### src/rtl/ps2_pkg.sv
// Shared types and constants for the PS/2 keyboard receiver.
package ps2_pkg;

    typedef enum logic [1:0] {
        StIdle,
        StData,
        StParity,
        StStop
    } ps2_state_e;

    localparam logic [7:0] PS2_EXT_PREFIX = 8'hE0;
    localparam logic [7:0] PS2_BRK_PREFIX = 8'hF0;

    // Odd parity: data bits plus parity bit must hold an odd number of ones.
    function automatic logic ps2_parity_ok(input logic [7:0] data, input logic par);
        return ^{data, par};
    endfunction

endpackage

### src/rtl/ps2_sync_edge.sv
// Two-flop synchronizers for the PS/2 lines plus a registered falling-edge detector.
module ps2_sync_edge (
    input  logic i_clk,
    input  logic i_reset,
    input  logic i_ps2_clk,
    input  logic i_ps2_dat,
    output logic fall,
    output logic dat_s
);

    logic r_clk_meta;
    logic r_clk_sync;
    logic r_clk_prev;
    logic r_dat_meta;
    logic r_dat_sync;
    logic r_fall;
    logic r_dat_s;

    // Data is registered alongside the edge strobe so both reach the FSM together.
    always_ff @(posedge i_clk) begin
        if (i_reset) begin
            r_clk_meta <= 1'b0;
            r_clk_sync <= 1'b0;
            r_clk_prev <= 1'b0;
            r_dat_meta <= 1'b0;
            r_dat_sync <= 1'b0;
            r_fall     <= 1'b0;
            r_dat_s    <= 1'b0;
        end else begin
            r_clk_meta <= i_ps2_clk;
            r_clk_sync <= r_clk_meta;
            r_clk_prev <= r_clk_sync;
            r_dat_meta <= i_ps2_dat;
            r_dat_sync <= r_dat_meta;
            r_fall     <= r_clk_prev & ~r_clk_sync;
            r_dat_s    <= r_dat_sync;
        end
    end

    assign fall  = r_fall;
    assign dat_s = r_dat_s;

endmodule

### src/rtl/ps2_receiver.sv
// PS/2 frame receiver with timeout recovery and E0/F0 prefix folding into key events.
module ps2_receiver
    import ps2_pkg::*;
#(
    parameter int unsigned TIMEOUT_CYCLES = 50000
) (
    input  logic       CLOCK_50,
    input  logic       reset,
    input  logic       ps2_clk,
    input  logic       ps2_dat,
    output logic       byte_valid,
    output logic [7:0] byte_data,
    output logic       frame_err,
    output logic       key_valid,
    output logic [7:0] key_code,
    output logic       key_extended,
    output logic       key_released
);

    localparam int unsigned CntW = $clog2(TIMEOUT_CYCLES + 1);

    logic            w_fall;
    logic            w_dat_s;
    logic            w_timeout;
    logic            w_good;
    logic            w_err;
    ps2_state_e      w_state_next;

    ps2_state_e      r_state;
    logic [2:0]      r_bit_cnt;
    logic [7:0]      r_shift;
    logic            r_parity;
    logic [CntW-1:0] r_to_cnt;
    logic            r_byte_valid;
    logic [7:0]      r_byte_data;
    logic            r_frame_err;
    logic            r_ext_pend;
    logic            r_rel_pend;
    logic            r_key_valid;
    logic [7:0]      r_key_code;
    logic            r_key_ext;
    logic            r_key_rel;

    ps2_sync_edge u_sync_edge (
        .i_clk     (CLOCK_50),
        .i_reset   (reset),
        .i_ps2_clk (ps2_clk),
        .i_ps2_dat (ps2_dat),
        .fall      (w_fall),
        .dat_s     (w_dat_s)
    );

    // A falling edge in the same cycle suppresses the timeout.
    assign w_timeout = (r_state != StIdle) && !w_fall &&
                       (r_to_cnt == CntW'(TIMEOUT_CYCLES - 1));

    always_comb begin
        w_state_next = r_state;
        w_good       = 1'b0;
        w_err        = 1'b0;
        if (w_timeout) begin
            w_state_next = StIdle;
            w_err        = 1'b1;
        end else if (w_fall) begin
            unique case (r_state)
                StIdle: begin
                    if (!w_dat_s) begin
                        w_state_next = StData;
                    end
                end
                StData: begin
                    if (r_bit_cnt == 3'd7) begin
                        w_state_next = StParity;
                    end
                end
                StParity: begin
                    w_state_next = StStop;
                end
                StStop: begin
                    w_state_next = StIdle;
                    if (w_dat_s && ps2_parity_ok(r_shift, r_parity)) begin
                        w_good = 1'b1;
                    end else begin
                        w_err = 1'b1;
                    end
                end
                default: begin
                    w_state_next = StIdle;
                end
            endcase
        end
    end

    always_ff @(posedge CLOCK_50) begin
        if (reset) begin
            r_state      <= StIdle;
            r_bit_cnt    <= 3'd0;
            r_shift      <= 8'd0;
            r_parity     <= 1'b0;
            r_to_cnt     <= '0;
            r_byte_valid <= 1'b0;
            r_byte_data  <= 8'd0;
            r_frame_err  <= 1'b0;
        end else begin
            r_state      <= w_state_next;
            r_byte_valid <= w_good;
            r_frame_err  <= w_err;
            if (w_good) begin
                r_byte_data <= r_shift;
            end

            if (r_state == StIdle || w_fall || w_timeout) begin
                r_to_cnt <= '0;
            end else begin
                r_to_cnt <= r_to_cnt + CntW'(1);
            end

            if (w_timeout) begin
                r_shift   <= 8'd0;
                r_bit_cnt <= 3'd0;
            end else if (w_fall) begin
                unique case (r_state)
                    StIdle:   r_bit_cnt <= 3'd0;
                    StData: begin
                        r_shift   <= {w_dat_s, r_shift[7:1]};
                        r_bit_cnt <= r_bit_cnt + 3'd1;
                    end
                    StParity: r_parity <= w_dat_s;
                    StStop:   r_bit_cnt <= 3'd0;
                    default:  r_bit_cnt <= 3'd0;
                endcase
            end
        end
    end

    // Key decoder runs one cycle behind the frame FSM on its registered outputs.
    always_ff @(posedge CLOCK_50) begin
        if (reset) begin
            r_ext_pend  <= 1'b0;
            r_rel_pend  <= 1'b0;
            r_key_valid <= 1'b0;
            r_key_code  <= 8'd0;
            r_key_ext   <= 1'b0;
            r_key_rel   <= 1'b0;
        end else begin
            r_key_valid <= 1'b0;
            if (r_frame_err) begin
                r_ext_pend <= 1'b0;
                r_rel_pend <= 1'b0;
            end else if (r_byte_valid) begin
                if (r_byte_data == PS2_EXT_PREFIX) begin
                    r_ext_pend <= 1'b1;
                end else if (r_byte_data == PS2_BRK_PREFIX) begin
                    r_rel_pend <= 1'b1;
                end else begin
                    r_key_code  <= r_byte_data;
                    r_key_ext   <= r_ext_pend;
                    r_key_rel   <= r_rel_pend;
                    r_key_valid <= 1'b1;
                    r_ext_pend  <= 1'b0;
                    r_rel_pend  <= 1'b0;
                end
            end
        end
    end

    assign byte_valid   = r_byte_valid;
    assign byte_data    = r_byte_data;
    assign frame_err    = r_frame_err;
    assign key_valid    = r_key_valid;
    assign key_code     = r_key_code;
    assign key_extended = r_key_ext;
    assign key_released = r_key_rel;

endmodule
### config.mk
export PLATFORM = sky130hd
export DESIGN_NAME = ps2_receiver
export DESIGN_NICKNAME = d
export VERILOG_FILES = /design/src/rtl/ps2_pkg.sv /design/src/rtl/ps2_sync_edge.sv /design/src/rtl/ps2_receiver.sv
export SDC_FILE = /design/constraint.sdc
export NUM_CORES = 1
export LEC_CHECK = 0
export ABC_AREA = 0
export BUFFER_PORTS_ARGS = -buffer_cell sky130_fd_sc_hd__buf_4
export CAP_MARGIN = 25
export CORE_MARGIN = 4
export CORE_UTILIZATION = 58
export CTS_CLUSTER_DIAMETER = 80
export DETAILED_ROUTE_END_ITERATION = 8
export PLACE_DENSITY = 0.78
export SETUP_SLACK_MARGIN = 0.2
export SLEW_MARGIN = 20
export SYNTH_ARGS = -nofsm -noshare
export SYNTH_HDL_FRONTEND = slang
export SYNTH_HIERARCHICAL = 1
export SYNTH_SLANG_ARGS = --single-unit
### constraint.sdc
create_clock -name CLOCK_50 -period 1.9 [get_ports CLOCK_50]
set_input_delay 0.475 -clock CLOCK_50 [delete_from_list [all_inputs] [get_ports CLOCK_50]]
set_output_delay 0.475 -clock CLOCK_50 [all_outputs]
set_load 0.05 [all_outputs]
==> impl_metrics.py, run 1 <==
metrics = {
    "layout": {
        "diodes": 0,
        "multi_input_area_mm2": 0.00128,
        "nets": 311,
        "final_cell_mix": "54 x dfxtp_1, 36 x nor2_1, 27 x buf_4",
        "area_growth_pct": 18.2,
        "layoutNonFillerInstCount": 354,
        "layout_commonest_cell": "dfxtp_1",
        "drive_gt1_frac": 0.191,
        "regArea_mm2": 0.00121,
        "fillers": 319,
        "final_area_mm2": 0.00301,
    },
    "sta": {
        "slew_violations": 0,
        "relSlewSlack": 0.670,
        "hold-worst-slack_ns": 0.366,
        "fin_crit_sh": 0.878,
        "rsz0062_at_grt": "yes",
        "fmax_mhz": 600,
        "setup_violations": 0,
        "tightest_slew_ns": 0.495,
        "fin_crit_ns": 1.67,
        "finalSetupTns_ns": 0,
        "skew_ns": 0.00873,
        "hold_viol_final": 0,
    },
    "grt": {
        "grt_max_degree": 26,
        "antenna_found_initial": 0,
        "grt_pass1_wl_mm": 7.67,
        "overflow": 0,
        "gr-usage-all-layers": 0.186,
        "grt_pass1_vias": 1744,
    },
    "logic_synthesis": {
        "async_reset_ff_frac": 0,
        "synth_area_per_cell_um2": 9.42,
        "synthFlopType": "dfxtp_1",
        "synthCells": 270,
        "synth_top_area_frac": 0.472,
        "yosys.area.top_type": "dfxtp_1",
        "ys_seq_area_frac": 0.472,
        "synth_nets": 281,
        "synth-edff-count": 0,
        "ys_top_cells_by_area": "dfxtp_1 47%, mux2i_1 7.5%, nor2_1 5.3%, xnor2_1 4.8%, nand2b_1 4.2%",
        "netlist_area_mm2": 0.00254,
        "synth_seq_cells": 60,
        "ys_types": 37,
        "ys_warn_count": 6,
    },
    "route": {
        "drt_first_pass_iters": 4,
        "final_antenna_net_count": 0,
        "drtIter0Drc": 80,
        "drt-total-wl_mm": 4.67,
        "wl_per_cell_um": 13.2,
        "via_per_inst": 5.28,
        "post-route-drc-count": 0,
        "via_count": 1868,
    },
    "clock_tree": {
        "cts_tree": "yes",
        "clk_pin_slew_ns": 0.06,
        "cts_buffer_depth": 2,
        "postCtsSetupBuffers": 0,
        "clk_latency_ns": 0.33,
        "cts.sinks": 60,
        "h-tree-depth": 3,
        "numCtsBuffers": 9,
        "cts_root_buf": "clkbuf_8",
    },
    "worst_setup_path": {
        "worstPathArrival_ns": 1.88,
        "critPathRequiredTime_ns": 2.11,
        "worstSetupPathType": "reg2reg",
        "worst-path-max-fanout": 13,
        "startpoint_type": "flop",
        "cp-end-kind": "flop",
    },
    "floorplan": {
        "ios": 25,
        "die-width_um": 74.2,
        "die_area_mm2": 0.00551,
        "core-area_mm2": 0.00412,
        "die_y_um": 74.2,
        "start_util": 0.618,
        "std_cell_rows": 23,
    },
    "placement": {
        "portBuffers": 24,
        "placed_cells": 338,
        "hpwl_mm": 3.04,
        "placed_area_mm2": 0.00278,
        "gp_congestion": 0.791,
    },
    "min_path": {
        "hold_class": "in2reg",
    },
    "run": {
        "maxCapViolations": 0,
    },
    "power": {
        "worst_ir_drop_vdd_mv": 0.678,
        "p_leak_uw": 0.00108,
        "power.density_mw_per_mm2": 769,
    },
    "status": {
        "outcome": "finished, final reports clean",
    },
}
## layout make-up
class,count,share of cell area
Multi-Input combinational cell,192,0.427
Sequential cell,60,0.403
Timing Repair Buffer,29,0.0808
Clock buffer,11,0.0504
Tap cell,50,0.0208
Inverter,8,0.00999
Clock inverter,4,0.00833
## critical path: stages (launching register included)
cell     delay, ns
dfxtp_1       0.33
or4_4         0.55
nor4_4        0.28
a21o_1        0.20
buf_12        0.14
a21oi_1       0.05
## kinds of logic after synthesis
logic type,share of synthesized area
AND/OR/NAND/NOR,0.254
flip-flops,0.472
AO/OA/AOI/OAI,0.0448
multiplexers,0.0807
XOR/XNOR,0.0767
buffers and inverters,0.0374
adder cells (fa/ha/maj),0.0344
## worst paths after layout
| check | from | endpoint | slack, ns | cells past startpoint |
|---|---|---|---|---|
| max reg2reg | r_to_cnt[7] | r_state[0] | 0.23 | 5 |
| max | r_to_cnt[7] | r_state[0] | 0.23 | 5 |
| min | ps2_dat | u_sync_edge/r_dat_meta | 0.37 | 2 |
| min reg2reg | u_sync_edge/r_clk_sync | u_sync_edge/fall | 0.42 | 1 |
## stage by stage
| stage | worst slack, ns | utilization | power, uW |
|---|---|---|---|
| 5_1_grt | 0.178 | 0.730 | 2400 |
| 6_report | 0.233 | 0.730 | 2310 |
| 2_1_floorplan | 0.217 | - | 1320 |
| 3_3_place_gp | 0.231 | 0.676 | 1340 |
| 4_1_cts | 0.211 | 0.722 | 2340 |
| 3_5_place_dp | 0.186 | 0.676 | 1340 |
## power breakdown
part	switching [uW]	internal [uW]	total (uW)
Sequential	3.35	1260	1270
Combinational	25.9	22.4	48.3
Clock	467	531	998
Total	496	1820	2310
## Yosys cell counts (all sizes together) (3+ instances only)
| library cell | number |
|---|---|
| dfxtp | 60 |
| nor2 | 36 |
| mux2i | 19 |
| nand2 | 19 |
| nand3 | 19 |
| nand2b | 17 |
| a21oi | 15 |
| xnor2 | 14 |
| nor2b | 9 |
| inv | 8 |
| ha | 7 |
| clkbuf | 6 |
| buf | 5 |
| nor4 | 5 |
| nor3 | 4 |
| nand4 | 3 |
| nor3b | 3 |
| xor2 | 3 |
## flip-flops by register name, summed over array words and instances, names as in the netlist, 2 cells and up
| name | flops |
|---|---|
| r_shift | 8 |
| byte_data | 8 |
| r_state | 2 |
| r_bit_cnt | 3 |
| key_code | 8 |
| r_to_cnt | 16 |
## per-layer routing
| metal | track usage | vias to the layer above | share of wire |
|---|---|---|---|
| met1 | 0.222 | 842 | 0.47 |
| met3 | 0.0446 | 6 | 0.054 |
| met5 | 0 | - | 0 |
| met2 | 0.305 | 48 | 0.47 |
| li1 | - | 972 | - |
| met4 | 0.113 | 0 | 0.012 |
## what timing repair did
item / 4_1_cts / 5_1_grt
setup endpoints to repair: 27 / 38
pin swaps: 3 / 4
gates cloned: 0 / 1
gates resized for setup: 2 / 10
hold buffers: 0 / 0
No activity file was read; power rests on OpenSTA's default activity.
==> run 2, diff against run 1 <==
--- a/config.mk
+++ b/config.mk
@@ -10,6 +10,7 @@
 export CAP_MARGIN = 25
 export CORE_MARGIN = 4
 export CORE_UTILIZATION = 58
+export CTS_BUF_LIST = sky130_fd_sc_hd__clkbuf_16
 export CTS_CLUSTER_DIAMETER = 80
 export DETAILED_ROUTE_END_ITERATION = 8
 export PLACE_DENSITY = 0.78
==> impl_metrics.py, run 2 (synthesis results as in run 1) <==
metrics = {
    "floorplan": {
        "ios": 25,
        "die_area_mm2": 0.00551,
        "std_cell_rows": 23,
        "die-width_um": 74.2,
        "start_util": 0.618,
        "core-area_mm2": 0.00412,
        "die_y_um": 74.2,
    },
    "placement": {
        "gp_congestion": 0.791,
        "placed_area_mm2": 0.00278,
        "hpwl_mm": 3.04,
        "placed_cells": 338,
        "portBuffers": 24,
    },
    "clock_tree": {
        "cts_hold_buf": 0,
        "clk_latency_ns": 0.32,
        "cts_root_buf": "clkbuf_16",
        "numCtsBuffers": 9,
        "h-tree-depth": 3,
        "cts.sinks": 60,
        "cts_tree": "yes",
        "cts_buffer_depth": 2,
        "clk_pin_slew_ns": 0.05,
    },
    "grt": {
        "antenna_found_initial": 0,
        "overflow": 0,
        "grt_pass1_vias": 1792,
        "gr-usage-met1": 0.227,
        "grt_max_degree": 26,
        "gr-usage-all-layers": 0.190,
        "grt_busiest_layer": "met2",
        "use_met3": 0.0568,
        "grt_pass1_wl_mm": 7.89,
        "met2_usage": 0.314,
    },
    "layout": {
        "final_util": 0.749,
        "fillers": 307,
        "diodes": 0,
        "layout_commonest_cell": "dfxtp_1",
        "final_area_mm2": 0.00308,
        "nets": 311,
        "top_register": "r_to_cnt",
        "layoutNonFillerInstCount": 354,
        "final_cell_mix": "56 x dfxtp_1, 36 x nor2_1, 27 x buf_4",
        "largest_reg_flops": 16,
        "drive_gt1_frac": 0.178,
        "area_growth_pct": 21.2,
    },
    "power": {
        "power.density_mw_per_mm2": 874,
        "p_leak_uw": 0.00112,
        "worst_ir_drop_vdd_mv": 0.656,
    },
    "sta": {
        "rsz0062_at_grt": "yes",
        "setup_violations": 0,
        "relSlewSlack": 0.669,
        "hold_viol_final": 0,
        "fin_crit_ns": 1.67,
        "finalSetupTns_ns": 0,
        "hold-worst-slack_ns": 0.383,
        "fmax_mhz": 599,
        "skew_ns": 0.00605,
        "tightest_slew_ns": 0.497,
        "slew_violations": 0,
        "fin_crit_sh": 0.879,
    },
    "worst_setup_path": {
        "worst-path-buf-inv": 1,
        "critPathRequiredTime_ns": 2.10,
        "worst-path-max-fanout": 13,
        "critPathSlowestCell": "or4_4",
        "crit_family": "simple AND/OR/NAND/NOR gates",
        "worstSetupPathType": "reg2reg",
        "startpoint_type": "flop",
        "cp-end-kind": "flop",
        "slowest_delay_ns": 0.55,
        "worstPathArrival_ns": 1.87,
        "path_cells": "or4_4 > nor4_4 > a21o_1 > buf_12 > a21oi_1",
    },
    "route": {
        "via_per_inst": 5.37,
        "final_antenna_net_count": 0,
        "post-route-drc-count": 0,
        "drt_first_pass_iters": 4,
        "wl_per_cell_um": 13.5,
        "via_count": 1900,
        "drt-total-wl_mm": 4.78,
        "drtIter0Drc": 62,
    },
    "run": {
        "maxCapViolations": 0,
    },
    "min_path": {
        "hold_class": "in2reg",
    },
    "status": {
        "outcome": "finished, final reports clean",
    },
}
==> run 2: cell type report <==
cell class              instances  area, um^2  share of cell area
multi-input cells             192        1280               0.416
flip-flops and latches         60        1210               0.391
repair buffers                 29         243              0.0788
clock buffers                   9         225              0.0731
well taps                      50        62.6              0.0203
clock inverters                 6        32.5              0.0106
inverters                       8        30.0             0.00974
==> run 2: worst paths after layout <==
kind	startpoint	endpoint	slack (ns)	cells after the start
worst min-delay path	ps2_clk	u_sync_edge/r_clk_meta	0.38	2
worst max-delay path	r_to_cnt[7]	r_state[0]	0.23	5
worst max register to register	r_to_cnt[7]	r_state[0]	0.23	5
worst min register to register	u_sync_edge/r_clk_sync	u_sync_edge/fall	0.42	1
==> run 2: where the power goes <==
part | leakage (uW) | switching, uW | total (uW) | internal (uW)
clock network | 0.000122 | 518 | 1370 | 856
logic | 0.000507 | 26.4 | 48.9 | 22.4
registers | 0.000486 | 3.39 | 1270 | 1270
==> run 2: timing repair <==
action / 4_1_cts / 5_1_grt
cloned: 0 / 1
gates resized for setup: 2 / 7
endpoints found under the setup margin: 28 / 38
buffers inserted: 0 / 0
pin swaps: 2 / 3
==> run 2: worst reg2reg max path: cells and delay by family (launching register included) <==
family / cells / cell delay [ns]
simple gates: 2 / 0.82
flops: 1 / 0.33
compound gates: 2 / 0.25
buf+inv: 1 / 0.14
==> run 2: layer usage <==
metal	vias to the layer above	part of all wire
li1	981	-
met1	868	0.48
met2	42	0.45
met3	9	0.049
met4	0	0.019
met5	-	0
==> run 2: per-stage QoR <==
step | setup slack (ns) | total power (uW)
3_5_place_dp | 0.186 | 1340
2_1_floorplan | 0.217 | 1320
3_3_place_gp | 0.231 | 1340
5_1_grt | 0.171 | 2780
4_1_cts | 0.208 | 2720
6_report | 0.230 | 2690
==> run 3, diff against run 2 <==
--- a/config.mk
+++ b/config.mk
@@ -8,12 +8,14 @@
 export ABC_AREA = 0
 export BUFFER_PORTS_ARGS = -buffer_cell sky130_fd_sc_hd__buf_4
 export CAP_MARGIN = 25
+export CELL_PAD_IN_SITES_DETAIL_PLACEMENT = 2
+export CELL_PAD_IN_SITES_GLOBAL_PLACEMENT = 2
 export CORE_MARGIN = 4
-export CORE_UTILIZATION = 58
+export CORE_UTILIZATION = 36
 export CTS_BUF_LIST = sky130_fd_sc_hd__clkbuf_16
 export CTS_CLUSTER_DIAMETER = 80
 export DETAILED_ROUTE_END_ITERATION = 8
-export PLACE_DENSITY = 0.78
+export PLACE_DENSITY_LB_ADDON = 0.1
 export SETUP_SLACK_MARGIN = 0.2
 export SLEW_MARGIN = 20
 export SYNTH_ARGS = -nofsm -noshare
==> impl_metrics.py, run 3 (synthesis results as in run 1) <==
metrics = {
    "status": {
        "outcome": "finished, final reports clean",
    },
    "power": {
        "power.density_mw_per_mm2": 890,
        "power_frac_clock": 0.560,
        "p_seq_frac": 0.423,
        "p_int_uw": 2420,
        "p_switching_uw": 584,
        "swShare": 0.195,
        "power_frac_comb": 0.017,
        "p_leak_uw": 0.00121,
        "worst_ir_drop_vdd_mv": 0.431,
    },
    "layout": {
        "area_growth_pct": 32.7,
        "final_cell_mix": "48 x dfxtp_1, 32 x buf_4, 24 x nor2_1",
        "largest_reg_flops": 16,
        "final_area_mm2": 0.00337,
        "fillers": 724,
        "nets": 317,
        "diodes": 0,
        "drive_gt1_frac": 0.283,
        "top_register": "r_to_cnt",
        "layout_commonest_cell": "dfxtp_1",
    },
    "sta": {
        "hold_viol_final": 0,
        "fin_crit_sh": 0.898,
        "skew_ns": 0.00822,
        "fmax_mhz": 586,
        "tightest_slew_ns": 0.528,
        "hold-worst-slack_ns": 0.371,
        "setup_violations": 0,
        "finalSetupTns_ns": 0,
        "rsz0062_at_grt": "yes",
        "relSlewSlack": 0.648,
        "fin_crit_ns": 1.71,
        "slew_violations": 0,
    },
    "worst_setup_path": {
        "worst-path-max-fanout": 13,
        "reg2reg_slack_ns": 0.19,
        "path_cells": "or4_4 > nor4_4 > a21o_1 > buf_12 > a21oi_1",
        "cp-end-kind": "flop",
        "crit_family": "simple AND/OR/NAND/NOR gates",
        "worstSetupPathType": "reg2reg",
        "critPathRequiredTime_ns": 2.11,
        "worst-path-buf-inv": 1,
        "worstPathArrival_ns": 1.91,
        "startpoint_type": "flop",
        "slowest_delay_ns": 0.53,
        "critPathSlowestCell": "or4_4",
        "r2r-end": "r_shift[3]",
        "r2r_cells": 5,
        "startpoint": "r_to_cnt[5]",
        "r2r_start": "r_to_cnt[5]",
    },
    "route": {
        "drt-total-wl_mm": 6.64,
        "wl_per_cell_um": 16.3,
        "via_count": 2031,
        "final_antenna_net_count": 0,
        "drt_first_pass_iters": 3,
        "drtIter0Drc": 28,
        "post-route-drc-count": 0,
        "via_per_inst": 4.99,
    },
    "placement": {
        "hpwl_mm": 3.91,
        "placed_area_mm2": 0.00286,
        "portBuffers": 24,
        "gp_congestion": 0.678,
    },
    "min_path": {
        "min_delay_worst_endpoint": "u_sync_edge/r_clk_meta",
        "hold_class": "in2reg",
        "whs_path_depth": 2,
        "hold_start": "ps2_clk",
    },
    "floorplan": {
        "std_cell_rows": 30,
        "die_y_um": 92.1,
        "core-area_mm2": 0.00683,
        "ios": 25,
        "die-width_um": 92.1,
        "die_area_mm2": 0.00848,
        "start_util": 0.372,
    },
    "clock_tree": {
        "clk_latency_ns": 0.33,
        "h-tree-depth": 3,
        "cts_hold_buf": 0,
        "cts.sinks": 60,
        "cts_tree": "yes",
        "numCtsBuffers": 9,
        "cts_root_buf": "clkbuf_16",
        "cts_buffer_depth": 2,
        "clk_pin_slew_ns": 0.05,
    },
    "grt": {
        "overflow": 0,
        "antenna_found_initial": 0,
        "grt_pass1_wl_mm": 10.5,
        "gr-usage-all-layers": 0.160,
        "grt_pass1_vias": 2178,
        "grt_max_degree": 30,
    },
    "run": {
        "maxCapViolations": 0,
    },
}
==> run 3: how the worst max path moves through the flow <==
stage                         endpoint  cells past startpoint  slack [ns]
final                       r_shift[3]                      5        0.19
after global routing        r_shift[3]                      5        0.13
after CTS                   r_shift[7]                      5        0.18
after detailed placement   r_to_cnt[9]                      5        0.11
after global placement    r_to_cnt[14]                      5        0.21
after floorplan           r_to_cnt[15]                      6        0.22
==> run 3: timing repair <==
item	in CTS	in global routing
setup buffers	0	3
cloned	1	1
pin swaps	3	12
gates resized for setup	8	37
setup endpoints to repair	31	39
==> run 3: layer usage <==
| metal | GRT usage | part of all wire | vias to the layer above |
|---|---|---|---|
| li1 | - | - | 983 |
| met1 | 0.178 | 0.43 | 1004 |
| met2 | 0.283 | 0.51 | 36 |
| met3 | 0.0345 | 0.036 | 8 |
| met4 | 0.0891 | 0.019 | 0 |
| met5 | 0 | 0 | - |
==> run 3: cell type report <==
class                      instances  area (um^2)  share of cell area
multi-input combinational        192         1390               0.413
sequential                        60         1220               0.361
timing repair buffer              35          305              0.0905
clock buffer                       9          225              0.0667
tap                               96          120              0.0356
clock inverter                     7         82.6              0.0245
inverter                           8         30.0             0.00890
==> run 3: through the flow <==
| step | setup slack (ns) | power, uW | instances | utilization |
|---|---|---|---|---|
| floorplan | 0.217 | 1320 | 270 | - |
| global placement | 0.206 | 1340 | 386 | 0.418 |
| detailed placement | 0.106 | 1350 | 386 | 0.418 |
| CTS | 0.178 | 3040 | 403 | 0.469 |
| global route | 0.132 | 3130 | 407 | 0.494 |
| finish | 0.194 | 3000 | 407 | 0.494 |
==> run 3: power by group through the flow <==
stage	combinational [uW]	clock (uW)	sequential, uW
2_1_floorplan	29.5	0	1290
3_3_place_gp	49.1	0	1300
3_5_place_dp	49.8	0	1300
4_1_cts	50.4	1720	1270
5_1_grt	57.5	1800	1270
6_report	52.2	1680	1270
